<file path="config.mk">
export PLATFORM = sky130hd
export DESIGN_NAME = serial_cmd_manager
export DESIGN_NICKNAME = d
export VERILOG_FILES = /design/src/rtl/serial_cmd_manager.sv
export SDC_FILE = /design/constraint.sdc
export NUM_CORES = 1
export LEC_CHECK = 0
export BUFFER_PORTS_ARGS = -buffer_cell sky130_fd_sc_hd__buf_2
export CORE_ASPECT_RATIO = 0.9
export CORE_MARGIN = 1
export CORE_UTILIZATION = 25
export DETAILED_ROUTE_END_ITERATION = 10
export PLACE_DENSITY = 0.39
export SYNTH_ARGS = -nofsm -noshare
export SYNTH_HDL_FRONTEND = slang
export SYNTH_SLANG_ARGS = --single-unit
</file>
<file path="constraint.sdc">
create_clock -name clk_50mhz_i -period 7.61 [get_ports clk_50mhz_i]
set_input_delay 0.3805 -clock clk_50mhz_i [delete_from_list [all_inputs] [get_ports clk_50mhz_i]]
set_output_delay 0.3805 -clock clk_50mhz_i [all_outputs]
set_load 0.02 [all_outputs]
</file>
<file path="src/rtl/serial_cmd_manager.sv">
// serial_cmd_manager
//   Framed command engine between an RS232 byte receiver/transmitter pair and
//   a byte-wide memory controller.
//   Frame: CMD, ADDR (ADDR_W/8 bytes, MSB first), LEN, payload (write only), CHK.
//   CHK is the XOR of all preceding frame bytes. Transfer count is LEN+1.
//   Write payload is buffered and checked before any memory access starts.
// Ports:
//   clk_50mhz_i, rst_i (sync, active-high)
//   rx_data_i/rx_valid_i            received byte stream
//   tx_data_o/tx_trg_o/tx_done_i    transmit handshake
//   mem_addr_o/mem_wdata_o/mem_we_o/mem_trg_o/mem_rdata_i/mem_done_i
//                                   memory access handshake
//   busy_o                          high whenever not idle
//   err_cnt_o                       saturating count of rejected frames
module serial_cmd_manager #(
  parameter int ADDR_W    = 16,
  parameter int BUF_DEPTH = 16,
  parameter int TIMEOUT   = 50000
) (
  input  logic              clk_50mhz_i,
  input  logic              rst_i,
  input  logic [7:0]        rx_data_i,
  input  logic              rx_valid_i,
  output logic [7:0]        tx_data_o,
  output logic              tx_trg_o,
  input  logic              tx_done_i,
  output logic [ADDR_W-1:0] mem_addr_o,
  output logic [7:0]        mem_wdata_o,
  output logic              mem_we_o,
  output logic              mem_trg_o,
  input  logic [7:0]        mem_rdata_i,
  input  logic              mem_done_i,
  output logic              busy_o,
  output logic [7:0]        err_cnt_o
);

  localparam int NB    = ADDR_W / 8;
  localparam int IDX_W = (BUF_DEPTH > 1) ? $clog2(BUF_DEPTH) : 1;
  localparam int TMO_W = $clog2(TIMEOUT + 1);
  localparam logic [TMO_W-1:0] TMO_MAX = TMO_W'(TIMEOUT);

  localparam logic [7:0] CMD_W   = 8'h57;
  localparam logic [7:0] CMD_R   = 8'h52;
  localparam logic [7:0] CMD_P   = 8'h50;
  localparam logic [7:0] ST_ACK  = 8'h06;
  localparam logic [7:0] ST_NAK  = 8'h15;
  localparam logic [7:0] ST_REJ  = 8'h18;
  localparam logic [7:0] ST_TMO  = 8'h1B;

  typedef enum logic [3:0] {
    S_IDLE, S_RX_ADDR, S_RX_LEN, S_RX_PAY, S_RX_CHK,
    S_EXEC_WR, S_EXEC_RD, S_TX_STAT, S_TX_RD, S_TX_CHK, S_TX_WAIT
  } state_t;

  state_t             state_q, state_d;
  logic [7:0]         cmd_q, cmd_d;
  logic [ADDR_W-1:0]  addr_q, addr_d;
  logic [7:0]         len_q, len_d;
  logic [7:0]         cnt_q, cnt_d;
  logic [7:0]         xor_q, xor_d;
  logic [TMO_W-1:0]   tmo_q, tmo_d;
  logic [7:0]         err_q, err_d;
  logic [7:0]         tx_data_q, tx_data_d;
  logic               tx_trg_q, tx_trg_d;
  logic [ADDR_W-1:0]  mem_addr_q, mem_addr_d;
  logic [7:0]         mem_wdata_q, mem_wdata_d;
  logic               mem_we_q, mem_we_d;
  logic               mem_trg_q, mem_trg_d;
  logic [7:0]         pay_q [BUF_DEPTH];
  logic               pay_we;
  logic [IDX_W-1:0]   nxt_idx;
  logic               oversize, unknown, last;
  logic [7:0]         err_inc;

  // Payload longer than the buffer is still consumed so the frame stays in sync.
  assign oversize = ({1'b0, len_q} >= 9'(BUF_DEPTH));
  assign unknown  = (cmd_q != CMD_W) && (cmd_q != CMD_R) && (cmd_q != CMD_P);
  assign last     = (cnt_q == len_q);
  assign err_inc  = (err_q == 8'hFF) ? err_q : err_q + 8'd1;
  assign nxt_idx  = cnt_q[IDX_W-1:0] + IDX_W'(1);

  always_comb begin
    state_d     = state_q;
    cmd_d       = cmd_q;
    addr_d      = addr_q;
    len_d       = len_q;
    cnt_d       = cnt_q;
    xor_d       = xor_q;
    tmo_d       = tmo_q;
    err_d       = err_q;
    tx_data_d   = tx_data_q;
    tx_trg_d    = 1'b0;
    mem_addr_d  = mem_addr_q;
    mem_wdata_d = mem_wdata_q;
    mem_we_d    = mem_we_q;
    mem_trg_d   = 1'b0;
    pay_we      = 1'b0;
    case (state_q)
      S_IDLE: begin
        tmo_d = '0;
        if (rx_valid_i) begin
          cmd_d   = rx_data_i;
          xor_d   = rx_data_i;
          addr_d  = '0;
          cnt_d   = '0;
          state_d = S_RX_ADDR;
        end
      end
      S_RX_ADDR, S_RX_LEN, S_RX_PAY, S_RX_CHK: begin
        if (!rx_valid_i) begin
          tmo_d = tmo_q + TMO_W'(1);
          if (tmo_q == TMO_MAX) begin
            tmo_d     = '0;
            tx_data_d = ST_TMO;
            tx_trg_d  = 1'b1;
            err_d     = err_inc;
            state_d   = S_TX_STAT;
          end
        end else begin
          tmo_d = '0;
          xor_d = xor_q ^ rx_data_i;
          case (state_q)
            S_RX_ADDR: begin
              addr_d = (addr_q << 8) | ADDR_W'(rx_data_i);
              if (cnt_q == 8'(NB - 1)) begin
                cnt_d   = '0;
                state_d = S_RX_LEN;
              end else begin
                cnt_d = cnt_q + 8'd1;
              end
            end
            S_RX_LEN: begin
              len_d   = rx_data_i;
              cnt_d   = '0;
              state_d = (cmd_q == CMD_W) ? S_RX_PAY : S_RX_CHK;
            end
            S_RX_PAY: begin
              pay_we = !oversize;
              if (last) state_d = S_RX_CHK;
              else      cnt_d   = cnt_q + 8'd1;
            end
            default: begin  // S_RX_CHK
              cnt_d = '0;
              xor_d = '0;   // reused as the read-data checksum
              if (rx_data_i != xor_q || unknown || (cmd_q == CMD_W && oversize)) begin
                tx_data_d = (rx_data_i != xor_q) ? ST_NAK : ST_REJ;
                tx_trg_d  = 1'b1;
                err_d     = err_inc;
                state_d   = S_TX_STAT;
              end else if (cmd_q == CMD_W) begin
                mem_addr_d  = addr_q;
                mem_we_d    = 1'b1;
                mem_wdata_d = pay_q[0];
                mem_trg_d   = 1'b1;
                state_d     = S_EXEC_WR;
              end else begin
                tx_data_d = ST_ACK;
                tx_trg_d  = 1'b1;
                state_d   = S_TX_STAT;
              end
            end
          endcase
        end
      end
      S_EXEC_WR: begin
        if (mem_done_i) begin
          if (last) begin
            tx_data_d = ST_ACK;
            tx_trg_d  = 1'b1;
            state_d   = S_TX_STAT;
          end else begin
            cnt_d       = cnt_q + 8'd1;
            mem_addr_d  = mem_addr_q + ADDR_W'(1);
            mem_wdata_d = pay_q[nxt_idx];
            mem_trg_d   = 1'b1;
          end
        end
      end
      S_TX_STAT: begin
        if (tx_done_i) begin
          // An acknowledged read continues into the data phase.
          if (cmd_q == CMD_R && tx_data_q == ST_ACK) begin
            mem_addr_d = addr_q;
            mem_we_d   = 1'b0;
            mem_trg_d  = 1'b1;
            state_d    = S_EXEC_RD;
          end else begin
            state_d = S_IDLE;
          end
        end
      end
      S_EXEC_RD: begin
        if (mem_done_i) begin
          tx_data_d = mem_rdata_i;
          tx_trg_d  = 1'b1;
          xor_d     = xor_q ^ mem_rdata_i;
          state_d   = S_TX_RD;
        end
      end
      S_TX_RD: begin
        if (tx_done_i) begin
          if (last) begin
            state_d = S_TX_CHK;
          end else begin
            cnt_d      = cnt_q + 8'd1;
            mem_addr_d = mem_addr_q + ADDR_W'(1);
            mem_trg_d  = 1'b1;
            state_d    = S_EXEC_RD;
          end
        end
      end
      S_TX_CHK: begin
        tx_data_d = xor_q;
        tx_trg_d  = 1'b1;
        state_d   = S_TX_WAIT;
      end
      S_TX_WAIT: begin
        if (tx_done_i) state_d = S_IDLE;
      end
      default: state_d = S_IDLE;
    endcase
  end

  always_ff @(posedge clk_50mhz_i) begin
    if (rst_i) begin
      state_q     <= S_IDLE;
      cmd_q       <= '0;
      addr_q      <= '0;
      len_q       <= '0;
      cnt_q       <= '0;
      xor_q       <= '0;
      tmo_q       <= '0;
      err_q       <= '0;
      tx_data_q   <= '0;
      tx_trg_q    <= 1'b0;
      mem_addr_q  <= '0;
      mem_wdata_q <= '0;
      mem_we_q    <= 1'b0;
      mem_trg_q   <= 1'b0;
    end else begin
      state_q     <= state_d;
      cmd_q       <= cmd_d;
      addr_q      <= addr_d;
      len_q       <= len_d;
      cnt_q       <= cnt_d;
      xor_q       <= xor_d;
      tmo_q       <= tmo_d;
      err_q       <= err_d;
      tx_data_q   <= tx_data_d;
      tx_trg_q    <= tx_trg_d;
      mem_addr_q  <= mem_addr_d;
      mem_wdata_q <= mem_wdata_d;
      mem_we_q    <= mem_we_d;
      mem_trg_q   <= mem_trg_d;
    end
  end

  // Payload storage carries no reset; it is always written before it is read.
  always_ff @(posedge clk_50mhz_i) begin
    if (pay_we) pay_q[cnt_q[IDX_W-1:0]] <= rx_data_i;
  end

  assign tx_data_o   = tx_data_q;
  assign tx_trg_o    = tx_trg_q;
  assign mem_addr_o  = mem_addr_q;
  assign mem_wdata_o = mem_wdata_q;
  assign mem_we_o    = mem_we_q;
  assign mem_trg_o   = mem_trg_q;
  assign busy_o      = (state_q != S_IDLE);
  assign err_cnt_o   = err_q;

endmodule

</file>
---- Word-level counts from Yosys, hierarchy flattened ----
Memory sizes are Yosys's and may differ from the RTL's.
Cells that the tools add are included.
word-level totals
  input bits .............................. 21
  output and inout port bits .............. 44
  bits in writable memories ............... 128
  word-level logic and storage cells ...... 197
  memories kept ........................... 1
  flip-flop bits (word level) ............. 111
cells by class
  magnitude comparators ................... 1
  $add $sub $neg .......................... 5
  reductions and logical operators ........ 30
  equality and inequality tests ........... 42
  muxes and demuxes ....................... 101
  bitwise logic cells ..................... 3
memory list
  name   words  width  rd ports  clocked after Yosys merged registers in  write ports  line  text
  pay_q  16     8      2         0                                        1            69    logic [7:0] pay_q [BUF_DEPTH];
operators by type and width
  kind                                           number
  two-way mux 8 bit                              29
  two-way mux 16 bit                             14
  case mux 16 bit (2 select lines)               2
  case mux 16 bit (4 select lines)               1
  case mux 8 bit (4 select lines)                2
  two-way mux 4 bit                              13
  adder 16 x 1 -> 16 bit, second input constant  2
  case mux 4 bit (8 select lines)                1
  case mux 8 bit (2 select lines)                2
  != test 2 bit, second input constant           15
  two-way mux 1 bit                              28
  != test 8 x 7 -> 1 bit, second input constant  3
  case mux 8 bit (3 select lines)                1
  AND reduction 7 bit                            3
  adder 8 x 1 -> 8 bit, second input constant    2
  == test 16 bit, second input constant          1
  == test 4 x 3 -> 1 bit, second input constant  4
  == test 8 x 7 -> 1 bit, second input constant  2
  bitwise OR 16 x 8 -> 16 bit                    1
  nonzero test 4 bit                             4
  bitwise XOR 8 bit                              2
  == test 4 bit, second input constant           3
  != test 4 bit, second input constant           3
  case mux 4 bit (3 select lines)                1
  other kinds (29)                               43

---- Logic depth before layout (Yosys ltp) ----
  depth after elaboration ................. 9
  mapped depth ............................ 11
  depth with buffers taken out ............ 8

---- Worst setup path after synthesis ----
No wires, ideal clock.
  kind .................................... register to register
  start ................................... register cnt_q[0]
  end ..................................... register mem_wdata_q[6] (netlist: mem_wdata_o[6])
  clock period less this slack ............ 2.802 ns
  stages on the path, launching flop included .. 12
  setup time .............................. 0.129 ns
  arrival time ............................ 2.673 ns
  path buffers ............................ 4
  data required time ...................... 7.481 ns
  setup slack ............................. 4.808 ns
  cell sequence ........................... dfxtp_1 -> buf_2 -> buf_2 -> inv_1 -> ha_1 -> clkbuf_1 -> clkbuf_1 -> mux4_2 -> nand2_1 -> a21oi_1 -> a2111oi_0 -> nor2_1
between the ends
  longest elaborated chain between the ends .. 5
  elaborated cells between the ends (all ways) .. 8
  classes of those cells .................. add/sub (1); eq/ne (2); mux (3); reduce/logical (1); memory (1)
RTL lines
  element                          line  text
  start, declared                  59    logic [7:0] cnt_q, cnt_d;
  start signal, assigned           245   cnt_q <= cnt_d;
  adder 4 x 1 -> 4 bit             80    assign nxt_idx = cnt_q[IDX_W-1:0] + IDX_W'(1);
  memory read (16 x 8 bit)         --
  two-way mux 8 bit                167   if (last) begin
  two-way mux 8 bit                166   if (mem_done_i) begin
  case mux 8 bit (2 select lines)  98    case (state_q)
  end signal, assigned             252   mem_wdata_q <= mem_wdata_d;
  end, declared                    66    logic [7:0] mem_wdata_q, mem_wdata_d;
Several ways; a longest one is shown, not always the timed one. The select of a mux whose other input is x is not followed.
A chain may end at the register's enable or synchronous reset.

---- Worst setup path after layout ----
  start ................................... register state_q[3]
  end ..................................... register err_q[1] (netlist: err_cnt_o[1])
between the ends
  longest elaborated chain between the ends .. 4
  elaborated cells between the ends (all ways) .. 8
  classes of those cells .................. eq/ne (5); reduce/logical (3)
RTL lines
  element                                                           line     text
  start, declared                                                   55       state_t state_q, state_d;
  start signal, assigned                                            241      state_q <= state_d;
  == test 4 x 2 -> 1 bit or == test 4 x 1 -> 1 bit (tied branches)  98, 122
  OR reduction 3 bit (no line)                                      --
  != test 2 bit (no line)                                           --
  AND reduction 4 bit (no line) *                                   --
  end signal, assigned                                              248      err_q <= err_d;
  end, declared                                                     62       logic [7:0] err_q, err_d;
Mark *: on every way between the ends. The rest lies on a longest branch, timed or not.

==> reports/summary.txt <==
Seq/Total Area, Yosys: 53.31%
Worst setup EP type: flop
ranking of synthesized cells by area: edfxtp_1 34%, dfxtp_1 20%, mux4_2 6.3%
cts hold-fix bufs: 0
Area Overhead vs Synth: 17.37%
Synth area leader: edfxtp_1
wire per inst: 20.49 µm
Clock Sinks: 239
ant diodes: 0
largest family of logic cells by synthesized area: simple AND/OR/NAND/NOR gates
ys flop type: edfxtp_1
Synth Area per Inst: 10.93 µm²
number of gates resized after cts: 0
most frequent cell after synthesis: edfxtp_1
initial core utilization: 25.53%
worst min path class: input pin to flop
Syn Inst Count: 1041
EDFF count, synth: 128
clock buffer depth: 3
first-pass GRT wire length: 53810 µm
mux contribution to synthesized area: 8.093%
CP startpoint kind: flop
yosys synthesis warning count: 0
ratio of cells with drive above 1 in the final layout: 17.99%
Setup TNS: 0 ns
largest net degree at the start of global routing: 59
CTS clk-pin slew, worst paths: 0.06 ns
CP max FO: 20
reg2reg path depth: 6
Util after Layout: 29.96%
FFs w/ async S/R, synth: 0%
Simple-Gate Fraction of Synth Area: 17.11%
clk_skew: 0.02331 ns
Place WS: 4.261 ns
Die Y: 204.4 µm
synthesis-stage register bit count: 239
vias in the first global route: 8485
RSZ-0062 raised after global routing: false
Root Buffer: clkbuf_16
compound-cell area share of the yosys netlist: 16.08%
Congestion Overflow GR: 0
Final Total Pwr: 4141 µW
CP arrival: 3.81 ns
Peak VDD IR: 0.1818 mV
Iteration-0 DRC Markers: 735
library cells used by synthesis: 86
Synth top area share: 33.78%
initial antenna violation count: 0
# IOs: 65
synthesized area: 11380 µm²
CTS tree: done
# port buffers: 64
Hold Path Depth: 3
Vias/cell: 5.023
post-synthesis adder-cell area fraction: 0.8797%
min Tclk post-route: 3.386 ns
final estimated routing congestion in global placement: 0.7601
Setup violations, final: 0
core area: 44570 µm²
pwr/cell area: 310.1 nW/µm²
routed via count: 8625
final hold violation count: 0
crit path kind: flop to flop
status: completed
DP HPWL: 22700 µm
period utilisation layout: 44.49%
# nets final: 1123
Max Cap Viol: 0
maximum clock frequency: 0.2953 GHz
Leak: 0.004460 µW
total length of routed wires: 35190 µm
die span in x: 226.9 µm
Synthesized Nets: 1070
Post-synth top cells: 128 x edfxtp_1, 111 x dfxtp_1, 104 x nor2_1, 100 x nand2_1, 85 x a21oi_1
postcts setup bufs: 0
Pre-antenna DRT Iters: 5
Worst-Skew Late Latency: 0.58 ns
Die ar.: 46370 µm²
H-tree depth: 1
CTS Buf Count: 29
Slew headroom: 20.36%
Synth Area in XOR/XNOR: 1.693%
Max Slew Vio Count: 0
Rows: 73
Worst-Margin Slew: 1.188 ns
Total GRT Usage: 15.30%
antenna-violating nets left: 0
PnR worst setup slack: 4.224 ns
Critical Path RT: 8.04 ns
# DRC: 0
==> per-stage QoR <==
step | hold WS, ns | instances | area, µm²
after floorplan | 0.4321 | 1041 | 11380
after global placement | 0.4511 | 1663 | 12350
after detailed placement | 0.4512 | 1663 | 12350
after CTS | 0.1844 | 1717 | 13360
after global routing | 0.2187 | 1717 | 13360
final | 0.2248 | 1717 | 13360
==> per-layer routing <==
metal	GRT usage (%)	part of all wire, %	up-vias	wire [µm]
met5	0	0	-	0
met4	3.982	1.9	0	668
met3	2.200	3.9	44	1373
met2	22.91	43	184	15230
met1	22.80	51	4274	17920
li1	-	-	4123	-
==> placed cells by master (no fill, tap or decap), types with 20 or more instances in the layout <==
cell type and instances:
nor2_1 103, a21oi_1 85, nor3_1 22, nand2_1 100
o21ai_0 35, edfxtp_1 128, buf_4 21, dfxtp_1 110
mux4_2 32, nand3_1 43, buf_2 63, mux2i_1 20
clkbuf_16 29
==> final timing paths <==
path	to	from	slack, ns
worst max-delay path	err_cnt_o[1]	state_q[3]	4.22
worst min-delay path	state_q[3]	tx_done_i	0.22
worst max register to register	err_cnt_o[1]	state_q[3]	4.22
worst min register to register	addr_q[14]	addr_q[14]	0.46
==> cell type report <==
cell class	instances	area [µm²]
clock inverter	11	131.4
clock buffer	43	878.3
multi-input combinational	728	5010
sequential	239	6067
tap	600	750.7
fill	4631	31220
timing repair buffer	84	473.0
inverter	12	45.04
==> logic make-up after synthesis <==
group | after synthesis
xor gates and xnor gates | 22
adders and majority gates | 8
and+or+nand+nor | 380
muxes | 52
AOI/OAI and AO/OA | 266
buffers and inverters | 74
DFF | 239
==> power breakdown <==
group	internal, µW	switching (µW)	total [µW]
Clock	868	575	1440
Sequential	1440	86.1	1530
Combinational	433	739	1170
==> state kept, by name, indices dropped and copies added, names as in the netlist <==
signal / flops
pay_q: 128
addr_q: 16
mem_addr_o: 16
tmo_q: 16
cmd_q: 8
cnt_q: 8
err_cnt_o: 8
len_q: 8
mem_wdata_o: 8
tx_data_o: 8
xor_q: 8
state_q: 4
mem_trg_o: 1
mem_we_o: 1
tx_trg_o: 1
==> critical path, stage by stage (launching register included) <==
cell and delay (ns):
dfxtp_1 0.95, nor2_4 0.27, a21o_1 0.55, nand4_1 0.22
a21boi_1 0.93, mux2i_1 0.27, nor2_1 0.05
(Power assumes the default switching activity.)
